[config.mk]
export PLATFORM = sky130hd
export DESIGN_NAME = multicycle_control
export DESIGN_NICKNAME = d
export VERILOG_FILES = /design/src/rtl/multicycle_control.sv
export SDC_FILE = /design/constraint.sdc
export NUM_CORES = 1
export LEC_CHECK = 0
export CORE_MARGIN = 1.5
export CORE_UTILIZATION = 38
export CTS_CLUSTER_DIAMETER = 150
export CTS_CLUSTER_SIZE = 25
export DETAILED_ROUTE_END_ITERATION = 6
export PLACE_DENSITY_LB_ADDON = 0.08
export SKIP_LAST_GASP = 1
export SLEW_MARGIN = 15
export SYNTH_ARGS = -nofsm -noshare
export SYNTH_HDL_FRONTEND = slang
export SYNTH_SLANG_ARGS = --single-unit
export TNS_END_PERCENT = 1
[constraint.sdc]
create_clock -name clk -period 1.55 [get_ports clk]
set_input_delay 0.31 -clock clk [delete_from_list [all_inputs] [get_ports clk]]
set_output_delay 0.31 -clock clk [all_outputs]
set_load 0.05 [all_outputs]
[src/rtl/multicycle_control.sv]
// Control FSM for a multicycle RV32 subset datapath (R-type, OP-IMM, load, store, branch).
// Memory handshakes are bounded by a wait counter. A timeout or an illegal instruction
// parks the controller in TRAP until reset.
module multicycle_control #(
  parameter int ALUCTL_W      = 4,
  parameter int SUPPORT_ITYPE = 1,
  parameter int TIMEOUT       = 15
) (
  input  logic                clk,
  input  logic                reset,
  input  logic [31:0]         inst,
  input  logic                imem_ack,
  input  logic                dmem_ack,
  output logic                imem_req,
  output logic                dmem_req,
  output logic                IRWrite,
  output logic                PCWrite,
  output logic                Branch,
  output logic                MemRead,
  output logic                MemWrite,
  output logic                MemtoReg,
  output logic                ALUSrc,
  output logic                RegWrite,
  output logic [ALUCTL_W-1:0] ALUControl,
  output logic                instr_done,
  output logic                trap,
  output logic [2:0]          state
);

  localparam int CNT_W = $clog2(TIMEOUT + 1);

  typedef enum logic [2:0] {
    S_FETCH  = 3'd0,
    S_DECODE = 3'd1,
    S_EXEC   = 3'd2,
    S_MEM    = 3'd3,
    S_WB     = 3'd4,
    S_TRAP   = 3'd5
  } state_e;

  typedef enum logic [2:0] {
    C_NONE, C_RTYPE, C_ITYPE, C_LOAD, C_STORE, C_BRANCH
  } class_e;

  state_e           state_q;
  class_e           cls_q, cls_d;
  logic [3:0]       alu_q, alu_d;
  logic [CNT_W-1:0] cnt_q;
  logic             cnt_expired;
  logic             inst_unused;

  // The decoder looks only at the opcode, funct3 and inst[30].
  assign inst_unused = ^{inst[31], inst[29:15], inst[11:7]};
  assign cnt_expired = (cnt_q == CNT_W'(TIMEOUT));

  // Decode the instruction class and ALU code; C_NONE marks an illegal encoding.
  always_comb begin
    // NOTE: every always_comb output gets a default first, so no path can infer a latch.
    cls_d = C_NONE;
    alu_d = 4'b0000;
    case (inst[6:0])
      7'b0110011: begin
        cls_d = C_RTYPE;
        case ({inst[30], inst[14:12]})
          4'b0000: alu_d = 4'b0010;
          4'b1000: alu_d = 4'b0110;
          4'b0111: alu_d = 4'b0000;
          4'b0110: alu_d = 4'b0001;
          default: cls_d = C_NONE;
        endcase
      end
      7'b0010011: begin
        if (SUPPORT_ITYPE != 0) begin
          cls_d = C_ITYPE;
          case (inst[14:12])
            3'b000:  alu_d = 4'b0010;
            3'b111:  alu_d = 4'b0000;
            3'b110:  alu_d = 4'b0001;
            default: cls_d = C_NONE;
          endcase
        end
      end
      7'b0000011: begin cls_d = C_LOAD;   alu_d = 4'b0010; end
      7'b0100011: begin cls_d = C_STORE;  alu_d = 4'b0010; end
      7'b1100011: begin cls_d = C_BRANCH; alu_d = 4'b0110; end
      default:    ;
    endcase
  end

  // State register, latched decode and the handshake wait counter.
  always_ff @(posedge clk or negedge reset) begin
    if (!reset) begin
      state_q <= S_FETCH;
      cls_q   <= C_NONE;
      alu_q   <= 4'b0000;
      cnt_q   <= '0;
    end else begin
      // NOTE: sequential state uses non-blocking assignments only, so the later
      // assignments below override this default within the same edge.
      cnt_q <= '0;
      case (state_q)
        S_FETCH: begin
          if (imem_ack)         state_q <= S_DECODE;
          else if (cnt_expired) state_q <= S_TRAP;
          else                  cnt_q   <= cnt_q + CNT_W'(1);
        end
        S_DECODE: begin
          cls_q   <= cls_d;
          alu_q   <= alu_d;
          state_q <= (cls_d == C_NONE) ? S_TRAP : S_EXEC;
        end
        S_EXEC: begin
          case (cls_q)
            C_RTYPE, C_ITYPE: state_q <= S_WB;
            C_LOAD, C_STORE:  state_q <= S_MEM;
            C_BRANCH:         state_q <= S_FETCH;
            default:          state_q <= S_TRAP;
          endcase
        end
        S_MEM: begin
          if (dmem_ack)         state_q <= (cls_q == C_LOAD) ? S_WB : S_FETCH;
          else if (cnt_expired) state_q <= S_TRAP;
          else                  cnt_q   <= cnt_q + CNT_W'(1);
        end
        S_WB:    state_q <= S_FETCH;
        S_TRAP:  state_q <= S_TRAP;
        default: state_q <= S_TRAP;
      endcase
    end
  end

  // Datapath controls decoded from the current state. Reset gates the fetch
  // outputs because the state register already reads FETCH while reset is held.
  always_comb begin
    imem_req   = 1'b0;
    dmem_req   = 1'b0;
    IRWrite    = 1'b0;
    PCWrite    = 1'b0;
    Branch     = 1'b0;
    MemRead    = 1'b0;
    MemWrite   = 1'b0;
    MemtoReg   = 1'b0;
    ALUSrc     = 1'b0;
    RegWrite   = 1'b0;
    ALUControl = '0;
    instr_done = 1'b0;
    trap       = 1'b0;
    case (state_q)
      S_FETCH: begin
        imem_req = reset;
        IRWrite  = reset & imem_ack;
      end
      S_EXEC: begin
        ALUControl = ALUCTL_W'(alu_q);
        ALUSrc     = (cls_q == C_ITYPE) || (cls_q == C_LOAD) || (cls_q == C_STORE);
        if (cls_q == C_BRANCH) begin
          Branch     = 1'b1;
          PCWrite    = 1'b1;
          instr_done = 1'b1;
        end
      end
      S_MEM: begin
        dmem_req   = 1'b1;
        ALUSrc     = 1'b1;
        ALUControl = ALUCTL_W'(4'b0010);
        MemRead    = (cls_q == C_LOAD);
        MemWrite   = (cls_q == C_STORE);
        if (dmem_ack && (cls_q == C_STORE)) begin
          PCWrite    = 1'b1;
          instr_done = 1'b1;
        end
      end
      S_WB: begin
        RegWrite   = 1'b1;
        MemtoReg   = (cls_q == C_LOAD);
        PCWrite    = 1'b1;
        instr_done = 1'b1;
      end
      S_TRAP:  trap = 1'b1;
      default: ;
    endcase
  end

  assign state = state_q;

endmodule

==> reports/summary.txt, run 1 <==
CTS clock-pin slew for the worst setup and hold paths: 80 ps
nets in the synthesized netlist: 160
Die Footprint: 2890 um^2
Multi-input gate area: 686 um^2
CTS H-tree depth: 1
die width: 53.7 um
setup tns final: -2470 ps
clk root buf: clkbuf_4
Area Growth Syn to Fin: 83.4%
largest net degree at the start of global routing: 14
number of global-route vias before repair: 1074
r2r setup slk: 50 ps
post-synthesis sequential area ratio: 33.2%
ys async rst share: 100%
pwr dens: 362 nW/um^2
crit-path max FO: 2
fill count: 176
Overall Global Routing Usage: 21.0%
synth warn: 0
Top FF cell, synth: dfrtp_1
Vias/cell: 5.29
DRC viols: 0
grt ovf: 0
Max Slew Vio Count: 0
initial antenna violation count: 0
Max Cap Viol: 0
nets: 215
vias after detailed routing: 1096
outcome: complete, but fails checks
WP data arrival: 1450 ps
TritonRoute pass-1 iters: 4
cts bufs inserted: 3
Worst Hold Class: primary input to asynchronous set/reset pin
DRT iter0 DRCs: 23
CP endpoint kind: primary output
RSZ-0062 raised after global routing: true
Leak: 0.807 nW
# rows: 18
dpl hpwl: 2140 um
Starting Density: 39.9%
clock skew: 6.82 ps
worst setup margin: -209 ps
Yosys reg bits: 13
Critical Path RT: 1240 ps
endpoints failing hold: 0
GPL Wtd Cong: 0.890
failing checks: setup timing
min Tclk post-route: 1760 ps
Final ANT Viol Nets: 0
post-route clock period utilization: 113%
Synth Instances: 123
clock latency on the worst-skew pair: 270 ps
Max clock buf depth: 2
Reg area: 329 um^2
Critical Path Start Type: register
Routed WL: 2710 um
Chip Height: 53.7 um
core area: 2450 um^2
WL per Instance: 13.1 um
final core utilization: 73.1%
Max Fclk: 569 MHz
Setup-failing EPs final: 15
Post-synth EDFFs: 0
Unique masters post-synth: 42
layout cell share with drive strength beyond 1: 41.2%
CTS tree: done
number of buffers added on ports: 32
slowest cell on the critical path: dfrtp_1
Post-Synthesis Cell Area: 978 um^2
first-pass GRT wire length: 4440 um
# IOs: 55
Crit Path Category: register to primary output
CTS sink count: 13
Area after DPL: 1690 um^2
Max VDD drop: 454 uV
cell area after layout: 1790 um^2
diode count: 0
cells along the critical path: inv_2 > and3_1 > a21oi_2 > o31ai_4 > buf_12
syn_area_per_cell: 7.95 um^2
Worst path max stage delay: 390 ps
final cells by class:
| cell class | count | area share, % |
|---|---|---|
| clock buffer | 4 | 1.46 |
| inverter | 7 | 1.46 |
| multi-input combinational | 96 | 38.2 |
| sequential | 13 | 18.3 |
| tap | 30 | 2.09 |
| timing repair buffer | 57 | 38.4 |
metrics by stage:
step	setup WS (ps)	hold slack, ps	power (mW)	cells
4_1_cts	-256	432	0.656	205
2_1_floorplan	-525	14.4	0.382	123
5_1_grt	-277	473	0.683	207
3_5_place_dp	-307	473	0.453	200
6_report	-209	445	0.650	207
3_3_place_gp	-311	464	0.450	200
worst paths after layout:
check | start | to | depth (start not counted)
setup / recovery | cls_q[0]$_DFFE_PN0N_ | instr_done | 5
hold / removal | reset | alu_q[2]$_DFFE_PN0N_ | 2
setup reg to reg | cls_q[2]$_DFFE_PN0N_ | state[2]$_DFF_PN0_ | 4
hold reg to reg | alu_q[1]$_DFFE_PN0N_ | alu_q[1]$_DFFE_PN0N_ | 2
max in group asynchronous | reset | state[0]$_DFF_PN0_ | 2
min in group clk | alu_q[1]$_DFFE_PN0N_ | alu_q[1]$_DFFE_PN0N_ | 2
worst max-delay path, delay by kind of cell (launching register included):
| kind | cells | cell delay (ps) |
|---|---|---|
| AO/OA/AOI/OAI | 2 | 390 |
| buffers and inverters | 2 | 240 |
| flip-flops | 1 | 390 |
| AND/OR/NAND/NOR | 1 | 160 |
power breakdown:
| group | switching [mW] | internal, mW |
|---|---|---|
| Combinational | 0.0478 | 0.0602 |
| Clock | 0.104 | 0.0996 |
| Sequential | 0.0000179 | 0.339 |
| Total | 0.151 | 0.499 |
registers in the layout, summed over array words and instances (netlist names):
register / count
alu_q: 3
cls_q: 3
cnt_q: 4
state: 3
cell families (layout without fill, tap and decap cells):
family / count (synthesis) / count (layout) / share of synthesized area, %
flops: 13 / 13 / 33.2
buf+inv: 14 / 68 / 6.90
fa+ha+maj: 1 / 1 / 1.28
compound gates: 30 / 30 / 20.5
mux: 2 / 2 / 2.17
simple gates: 61 / 61 / 34.7
xor+xnor: 1 / 1 / 0.895
other cells: 1 / 1 / 0.383
layout by cell type, fill, tap and decap left out, types with 4 or more instances in the layout:
cell             Yosys  routed
buf_4                3      22
buf_12               0      18
clkdlybuf4s50_1      0      13
nor2_1              15      12
nand2_1             11      11
dfrtp_1             13      10
o21ai_0              8       8
inv_1                7       5
nor3_1               6       4
a31oi_1              4       4
o31ai_1              5       4
synth_stat cells (all sizes together), types with 4 or more instances:
master	n	area (um^2)
a31oi	4	25.0
nor3	6	30.0
and3	5	31.3
dfrtp	13	325
inv	7	26.3
o31ai	5	37.5
nand2	11	41.3
nor2	17	73.8
buf	6	37.5
o21ai	9	48.8
metal layers:
metal  vias up  share of wire [%]  wire length [um]  GRT usage [%]
li1        545                  -                 -              -
met1       510                 41              1110           24.2
met2        34                 53              1430           37.6
met3         7                4.4               119           3.89
met4         0                1.9                51           8.97
met5         -                  0                 0              0
repair_timing:
action                     in CTS  in global routing
resized for setup               5                 11
buffers inserted                1                  2
setup endpoints to repair      15                 17
pin swaps                       1                  3
cloned                          0                  0
hold buffers                    0                  0
Power figures use the tool's default switching activity.
==> inputs of run 2 (changes only) <==
- clock period: 1.55 -> 2 ns (I/O delays scaled with it)
==> run 2 against run 1 <==
Against the previous run: the flow now finishes without violations; first-iteration DRC count down 43%; largest cell class is now multi-input gates; highest routed layer unchanged; non-clock buffer count down 14; register-to-register slack better by 380 ps; final cell count down 6.8%; die area unchanged; cell area down 9.8%; clock skew up 2.6 ps; total power down 23%; utilization down 7.1 points; sequential power down 22%.
==> reports/summary.txt, run 2 (same netlist as run 1, synthesis figures left out) <==
dpl hpwl: 1940 um (-9.4%)
outcome: finished clean
# rows: 18 (unchanged)
CTS sink count: 13 (unchanged)
WP data arrival: 1580 ps (+130 ps)
CTS H-tree depth: 1 (unchanged)
slowest cell on the critical path: dfrtp_2
clock latency on the worst-skew pair: 280 ps (about the same)
die width: 53.7 um (unchanged)
# IOs: 55 (unchanged)
Area Growth Syn to Fin: 65.5%
DRC viols: 0 (unchanged)
Fin Hold WS: 481 ps (+36.1 ps)
diode count: 0 (unchanged)
WL per Instance: 12.8 um (-1.7%)
Worst Hold Class: register to register
fill count: 204 (+16%)
endpoints failing hold: 0 (unchanged)
Crit Path Category: register to primary output
Worst Setup SP: state[2]$_DFF_PN0_
Routed WL: 2480 um (-8.4%)
DRT iter0 DRCs: 13 (-43%)
Starting Density: 39.9% (unchanged)
number of buffers added on ports: 32 (unchanged)
Max clock buf depth: 2 (unchanged)
Overall Global Routing Usage: 19.7% (-1.3 points)
CTS clock-pin slew for the worst setup and hold paths: 90 ps (about the same)
Max Cap Viol: 0 (unchanged)
layout cell share with drive strength beyond 1: 31.3% (-10 points)
cells along the critical path: nand2b_2 > buf_4 > o31ai_4 > buf_12
Worst path max stage delay: 400 ps (about the same)
cell area after layout: 1620 um^2 (-9.8%)
nets: 201 (-6.5%)
r2r setup slk: 430 ps (+380 ps)
family with the most delay on the worst path: flip-flops
setup tns final: 0 ps (+2470 ps)
clk root buf: clkbuf_4
CP endpoint kind: primary output
Max Slew Vio Count: 0 (unchanged)
Setup-failing EPs final: 0 (-15)
Hold Crit Start: alu_q[2]$_DFFE_PN0N_
clock skew: 9.46 ps (+2.64 ps)
Die Footprint: 2890 um^2 (unchanged)
Critical Path RT: 1600 ps (+360 ps)
cts bufs inserted: 3 (unchanged)
pwr dens: 307 nW/um^2 (-15%)
grt ovf: 0 (unchanged)
Leak: 0.724 nW (-10%)
Total Power: 0.498 mW (-23%)
min Tclk post-route: 1980 ps
vias after detailed routing: 1033 (-5.7%)
largest net degree at the start of global routing: 14 (unchanged)
Max Fclk: 504 MHz
Area after DPL: 1530 um^2 (-9.3%)
max reg flops: 4 (unchanged)
GPL Wtd Cong: 0.839 (-5.7%)
crit path buf inv count: 2 (unchanged)
CTS tree: done
Max VDD drop: 293 uV (-35%)
RR Startpoint: state[0]$_DFF_PN0_
first-pass GRT wire length: 4120 um (-7.3%)
number of global-route vias before repair: 973 (-9.4%)
TritonRoute pass-1 iters: 5 (+1)
Chip Height: 53.7 um (unchanged)
most common cell after layout, fill and taps aside: buf_12
register with the most flip-flops: cnt_q
post-route clock period utilization: 99.1%
crit-path max FO: 4 (+2)
core area: 2450 um^2 (unchanged)
Vias/cell: 5.35 (+1.1%)
RSZ-0062 raised after global routing: true
initial antenna violation count: 0 (unchanged)
Critical Path Start Type: register
commonest cells after routing, fill and taps aside: buf_12 (16), nor2_1 (14), clkdlybuf4s50_1 (14)
Final ANT Viol Nets: 0 (unchanged)
==> run 2: cell count changes in the layout (fill, tap and decap cells not counted), moves of 2 or more <==
cell,change
and3_4,-3
buf_4,-9
inv_2,-2
buf_12,-2
and3_1,+3
inv_1,+2
nor2_1,+2
clkbuf_2,-2
==> run 2: report_power, final <==
group | internal, mW | total (mW) | leakage [nW] | switching, mW
Sequential | 0.263 | 0.263 | 0.143 | 0.0000154
Clock | 0.0742 | 0.162 | 0.0177 | 0.0880
Combinational | 0.0388 | 0.0731 | 0.563 | 0.0343
Total | 0.376 | 0.498 | 0.724 | 0.122
==> run 2: worst reg2reg max path, stage by stage (launching register included) <==
cell and delay, ps:
dfrtp_2 450, buf_12 140, and2b_1 170, nand2b_1 320, mux2_2 380
==> run 2: area by class of cell <==
type | count | area [um^2] | area share (%)
multi-input cells | 96 | 641 | 39.6
inverters | 7 | 26.3 | 1.62
clock buffers | 3 | 22.5 | 1.39
repair buffers | 43 | 558 | 34.5
clock inverters | 1 | 5.00 | 0.309
flip-flops and latches | 13 | 329 | 20.3
well taps | 30 | 37.5 | 2.32
==> run 2: worst paths after layout <==
kind | endpoint | depth (start not counted)
worst max-delay path | PCWrite | 4
worst min-delay path | alu_q[2]$_DFFE_PN0N_ | 2
worst max register to register | alu_q[0]$_DFFE_PN0N_ | 4
worst min register to register | alu_q[2]$_DFFE_PN0N_ | 2
max in group asynchronous | state[0]$_DFF_PN0_ | 2
min in group asynchronous | state[1]$_DFF_PN0_ | 2
==> run 2: layer usage <==
layer	global-route usage, %	part of all wire, %	vias to the layer above
li1	-	-	519
met1	22.8	43	477
met2	35.8	51	32
met3	2.78	4.5	5
met5	0	0	-
met4	8.12	1.6	0
==> run 2: timing repair <==
action | CTS | global route
hold buffers | 0 | 0
pin swaps | 1 | 0
gates resized for setup | 0 | 2
hold endpoints to repair | 0 | 0
setup endpoints to repair | 3 | 4
buffers inserted | 5 | 0
==> run 2: metrics by stage <==
step                cells  util (%)  setup slack (ps)
finish                193      66.0              17.8
floorplan             123         -              -165
detailed placement    184      62.5             -40.5
global route          193      66.0             -31.2
global placement      184      62.5             -42.1
CTS                   193      65.6             -10.2
